$ cat src/rtl/serial_subtractor_ctrl.sv
// Bit-serial N-bit subtractor: one full-subtractor cell, LSB first, one bit per clock.
// Optional signed-overflow output enabled by defining SERIAL_SUB_OVF_EN.
module serial_subtractor_ctrl #(
  parameter int WIDTH = 8
) (
  input  logic             clk,
  input  logic             rst_n,
  input  logic             start,
  input  logic [WIDTH-1:0] a,
  input  logic [WIDTH-1:0] b,
  input  logic             bin,
  output logic             busy,
  output logic             done,
  output logic [WIDTH-1:0] diff,
  output logic             bout
`ifdef SERIAL_SUB_OVF_EN
  ,
  output logic             ovf
`endif
);

  localparam int CNT_W = $clog2(WIDTH + 1);

  typedef enum logic [1:0] {
    IDLE  = 2'd0,
    SHIFT = 2'd1,
    DONE  = 2'd2
  } state_t;

  state_t           state, state_nxt;
  logic [WIDTH-1:0] a_sr, b_sr;
  logic             br;
  logic [CNT_W-1:0] count;

  logic             d, br_nxt, last, accept;
  logic [WIDTH-1:0] diff_nxt;

  // Full-subtractor cell on the current LSB pair
  assign d      = a_sr[0] ^ b_sr[0] ^ br;
  assign br_nxt = (~a_sr[0] & b_sr[0]) | (~(a_sr[0] ^ b_sr[0]) & br);
  assign last   = (count == CNT_W'(WIDTH - 1));
  assign accept = (state == IDLE) && start;

  // A one-bit result has no upper slice to shift down
  generate
    if (WIDTH == 1) begin : g_w1
      assign diff_nxt = d;
    end else begin : g_wn
      assign diff_nxt = {d, diff[WIDTH-1:1]};
    end
  endgenerate

  // NOTE: sequential state uses non-blocking assignments so every register
  // samples the pre-edge values; blocking here would create ordering races.
  always_ff @(posedge clk or negedge rst_n) begin
    if (!rst_n) state <= IDLE;
    else        state <= state_nxt;
  end

  // NOTE: the default assignment first keeps this block free of inferred latches.
  always_comb begin
    state_nxt = state;
    unique case (state)
      IDLE:    if (start) state_nxt = SHIFT;
      SHIFT:   if (last)  state_nxt = DONE;
      DONE:    state_nxt = IDLE;
      default: state_nxt = IDLE;
    endcase
  end

  assign busy = (state == SHIFT) || (state == DONE);
  assign done = (state == DONE);

  always_ff @(posedge clk or negedge rst_n) begin
    if (!rst_n) begin
      a_sr  <= '0;
      b_sr  <= '0;
      br    <= 1'b0;
      count <= '0;
      diff  <= '0;
      bout  <= 1'b0;
    end else if (accept) begin
      a_sr  <= a;
      b_sr  <= b;
      br    <= bin;
      count <= '0;
      diff  <= '0;
      bout  <= 1'b0;
    end else if (state == SHIFT) begin
      a_sr  <= a_sr >> 1;
      b_sr  <= b_sr >> 1;
      br    <= br_nxt;
      diff  <= diff_nxt;
      count <= count + 1'b1;
      if (last) bout <= br_nxt;
    end
  end

`ifdef SERIAL_SUB_OVF_EN
  // On the last shift the register LSBs hold the original operand MSBs
  always_ff @(posedge clk or negedge rst_n) begin
    if (!rst_n)                        ovf <= 1'b0;
    else if (accept)                   ovf <= 1'b0;
    else if ((state == SHIFT) && last) ovf <= (a_sr[0] ^ b_sr[0]) & (a_sr[0] ^ d);
  end
`endif

endmodule

$ cat config.mk
export PLATFORM = sky130hd
export DESIGN_NAME = serial_subtractor_ctrl
export DESIGN_NICKNAME = d
export VERILOG_FILES = /design/src/rtl/serial_subtractor_ctrl.sv
export SDC_FILE = /design/constraint.sdc
export NUM_CORES = 1
export LEC_CHECK = 0
export ABC_AREA = 1
export CAP_MARGIN = 5
export CORE_ASPECT_RATIO = 0.9
export CORE_UTILIZATION = 40
export DETAILED_ROUTE_END_ITERATION = 16
export GPL_ROUTABILITY_DRIVEN = 0
export HOLD_SLACK_MARGIN = 0.06
export PLACE_DENSITY = 0.62
export RECOVER_POWER = 25
export SLEW_MARGIN = 40
export SYNTH_ARGS = -nofsm -noshare
export SYNTH_HDL_FRONTEND = slang
export SYNTH_SLANG_ARGS = --single-unit
$ cat constraint.sdc
create_clock -name clk -period 1.7 [get_ports clk]
set_input_delay 0.34 -clock clk [delete_from_list [all_inputs] [get_ports clk]]
set_output_delay 0.34 -clock clk [all_outputs]
set_load 0.05 [all_outputs]
After elaboration in Yosys (flattened, before gate mapping)
Index checks and enable logic that the tools add are counted.
- logic and storage cells: 43
- output and inout port bits: 11
- flip-flop bits (word level): 32
- add/sub/neg operators: 1
- equality and inequality tests: 5
- reduce and logical (&&, ||, !) cells: 7
- multiplexer cells: 16
- bitwise operators: 7
- operator list (operator ; number):
    $mux 8 ; 6
    $mux 4 ; 2
    $mux 1 ; 5
    $add 4x1->4 const B ; 1
    $eq 4x3->1 const B ; 1
    $mux 2 ; 2
    $ne 2x2->1 const B ; 2
    $pmux 2 s2 ; 1
    $reduce_and 2->1 ; 2
    $reduce_bool 2->1 ; 2
    $and 1x1->1 ; 2
    $eq 2x1->1 const B ; 1
    $eq 2x2->1 const B ; 1
    $logic_not 2->1 ; 1
    $not 1->1 ; 2
    $xor 1x1->1 ; 2
    $logic_and 1x1->1 ; 1
    $logic_or 1x1->1 ; 1
    $or 1x1->1 ; 1

Longest topological paths before layout
- depth after elaboration: 7
- depth in mapped cells: 8

Least setup slack after synthesis
OpenSTA, ideal clock, no wires.
- path type: register to output
- start: register state[0]
- end: output busy
- cell stages (with the launch flop): 3
- data required time: 1360 ps
- buffers on the path: 0
- arrival time: 991 ps
- setup slack: 369 ps
- cell sequence: dfrtp_1 -> inv_1 -> ha_1
- longest elaborated chain between the ends: 2
- elaborated cells between the ends (all ways): 3
- classes of those cells: eq/ne: 2; reduce/logical: 1
- RTL lines (what ; RTL line ; RTL):
    start: declaration ; 30 ; state_t state, state_nxt;
    start signal: assignment ; 57 ; else state <= state_nxt;
    $eq 2x1->1 or $eq 2x2->1 (tied branches) ; 71 ; assign busy = (state == SHIFT) || (state == DONE);
    $logic_or 1x1->1 * ; 71 ;
    end: declaration ; 12 ; output logic busy,
Mark *: on every way between the ends. The rest lies on a longest branch, timed or not.

Final worst setup path
Same ends and word-level chain as after synthesis.

==> impl_metrics.csv <==
group,metric,value,unit
timing,setup-tns-final,0,ns
timing,fmax,622,MHz
floorplan,rows,20,
setup_path,path_max_fanout,4,
floorplan,coreArea,3530,um2
setup_path,cp-start-kind,"register",
timing,fin_crit_sh,0.946,
timing,clock_skew,0.00565,ns
route,first_pass_iters,4,
placed_design,place_ws,0.202,ns
cells_and_area,post_route_cells_drive_above_1_share,0.131,
cts,cts_buffers,5,
timing,rsz0062_at_grt,"no",
global_routing,grt_pass1_vias,1207,
power,ir_drop,0.00111,V
power,internal_power,0.00221,W
yosys,synthesis.nets,205,
yosys,netlist_area,1540,um2
cts,cts_tree,"yes",
global_routing,grt.overflow.total,0,
yosys,ys_warn_count,0,
cts,post_cts_resized,0,
setup_path,criticalPathCategory,"reg2out",
route,routed_wl,3.12,mm
global_routing,antenna_found_initial,0,
timing,final_hold_viol_count,0,
floorplan,fp.dieW,67.4,um
global_routing,grt.busiest_layer,"met2",
power,pwr-share-comb,0.507,
timing,setup_viol,0,
setup_path,cp_data_required_time,1.36,ns
global_routing,gr-usage-met1,0.240,
yosys,synthAdderAreaFrac,0.0618,
run,maxCapViolCount,0,
timing,worst_slack,0.0920,ns
global_routing,grt_pass1_wl,5.44,mm
route,vias,1261,
placed_design,dp.cells,250,
cts,cts_buffer_depth,2,
floorplan,initial_core_util,0.436,
global_routing,grt_use_met2,0.284,
floorplan,dieArea,4100,um2
yosys,synthSimpleGateAreaFrac,0.218,
hold_path,min_path_type,"reg2reg",
cts,post-cts-setup-buffer-count,0,
yosys,muxShareOfSynthArea,0,
yosys,yosys.cell_types.count,18,
placed_design,dp_hpwl,2.24,mm
power,p_leak,0.937,nW
timing,worst_pin_slew,0.782,ns
route,drt-initial-drc-count,108,
status,outcome,"completed",
yosys,synth-seq-area-share,0.521,
power,seq_power_share,0.340,
yosys,synth_top_area_cell,"dfrtp_1",
route,viasPerCell,4.89,
cts,cts.root.buffer_cell,"clkbuf_8",
cells_and_area,final_cell_area,1950,um2
global_routing,met3_usage,0.0451,
cts,cts.clk_slew.worst_paths,0.07,ns
yosys,syn_inst,178,
cts,postCtsHoldBufs,0,
cells_and_area,num_antenna_cells,0,
cts,cts.sinks,32,
timing,maxSlewViolCount,0,
yosys,synth_top_family_by_area,"simple AND/OR/NAND/NOR gates",
global_routing,grt_max_degree,33,
yosys,synth_area_per_cell,8.64,um2
cts,htree_levels,2,
placed_design,port_buffers,30,
power,switching_power,0.00177,W
power,switching_share,0.445,
setup_path,arrival,1.27,ns
global_routing,track_usage,0.183,
cells_and_area,nets,240,
yosys,synth.area.top_cells,"dfrtp_1 52%, nand2_1 9.3%, nor2_1 9.0%, a21oi_1 7.8%, ha_1 4.9%",
timing,period_needed,1.61,ns
timing,slew_headroom,0.478,
route,antenna_left,0,
power,pwr-share-clk,0.152,
cells_and_area,stdcell_count,258,
yosys,yosys.area_share.xor_xnor,0.00570,
power,p_per_area,2040,nW/um2
floorplan,chipHeight,60.8,um
placed_design,place_area,1860,um2
route,drc,0,
route,avgRoutedWirePerCell,12.1,um
setup_path,critPathCaptureType,"output pin",
yosys,synth_top_area_frac,0.521,
cells_and_area,area_delta_synth_final,26.8,%
yosys,synth_compound_area_frac,0.117,
cts,clock_latency,0.29,ns
yosys,ys_ff_latch,32,
cells_and_area,final_core_util,0.552,
floorplan,ios,31,
## registers in the layout, indices dropped and copies added (netlist names)
register,count
br,1
a_sr,8
b_sr,8
bout,1
state,2
count,4
diff,8
## power by group through the flow
| stage | registers (W) | logic (W) | clock network, W |
|---|---|---|---|
| after CTS | 0.00135 | 0.00204 | 0.000613 |
| after floorplan | 0.00162 | 0.00122 | 0 |
| after detailed placement | 0.00137 | 0.00203 | 0 |
| after global routing | 0.00140 | 0.00224 | 0.000650 |
| after global placement | 0.00135 | 0.00198 | 0 |
| final | 0.00135 | 0.00201 | 0.000605 |
## cells in the final DEF, fill, tap and decap left out, drive strengths merged, types with 2 or more instances in the layout
master / netlist / layout
clkinv: 0 / 2
clkbuf: 0 / 7
dfrtp: 32 / 32
nand2: 39 / 39
nor2: 37 / 37
o211ai: 2 / 2
ha: 6 / 6
o21ai: 9 / 9
buf: 9 / 17
inv: 9 / 9
a21oi: 24 / 24
nand3: 7 / 7
clkdlybuf4s50: 0 / 18
## path summary, 6_finish.rpt
check,cells past startpoint,to,slack (ns),startpoint
max,3,busy,0.09,state[0]
min,2,a_sr[7],0.49,a_sr[7]
max reg2reg,6,a_sr[3],0.23,state[1]
min reg2reg,2,a_sr[7],0.49,a_sr[7]
max in group asynchronous,2,b_sr[4],0.55,rst_n
min in group asynchronous,2,a_sr[0],0.66,rst_n
## per-stage QoR
stage	hold WS (ns)	power, W
floorplan	0.0444	0.00283
global placement	0.477	0.00333
detailed placement	0.466	0.00340
CTS	0.465	0.00401
global route	0.541	0.00429
finish	0.486	0.00397
## cell usage after synthesis
| master | count |
|---|---|
| nor2_1 | 37 |
| o21ai_0 | 9 |
| or2_0 | 1 |
| inv_2 | 1 |
| nand2_2 | 1 |
| ha_1 | 6 |
| nand4_1 | 1 |
| buf_6 | 5 |
| inv_1 | 8 |
| nand2_1 | 38 |
| buf_4 | 3 |
| dfrtp_1 | 32 |
| xor2_1 | 1 |
| o211ai_1 | 2 |
| buf_2 | 1 |
| nand3_1 | 7 |
| a21oi_1 | 24 |
| fa_1 | 1 |
## critical path: stages (launching register included)
cell	delay [ns]
dfrtp_1	0.40
inv_1	0.09
ha_1	0.34
buf_12	0.16
## metal layers
layer | part of all wire | vias up
met3 | 0.041 | 7
met4 | 0.017 | 0
li1 | - | 642
met1 | 0.48 | 586
met2 | 0.47 | 26
met5 | 0 | -
## cells by family after synthesis
group                    Yosys count
AO/OA/AOI/OAI                     35
XOR/XNOR                           1
adder cells (fa/ha/maj)            7
buffers and inverters             18
flip-flops                        32
AND/OR/NAND/NOR                   85
## cell type report
type	count	area (um2)
Clock buffer	6	82.6
Clock inverter	2	10.0
Fill cell	308	1580
Inverter	9	33.8
Multi-Input combinational cell	128	619
Sequential cell	32	801
Tap cell	44	55.1
Timing Repair Buffer	37	348
Note: power is estimated with default switching activity, not from simulation.
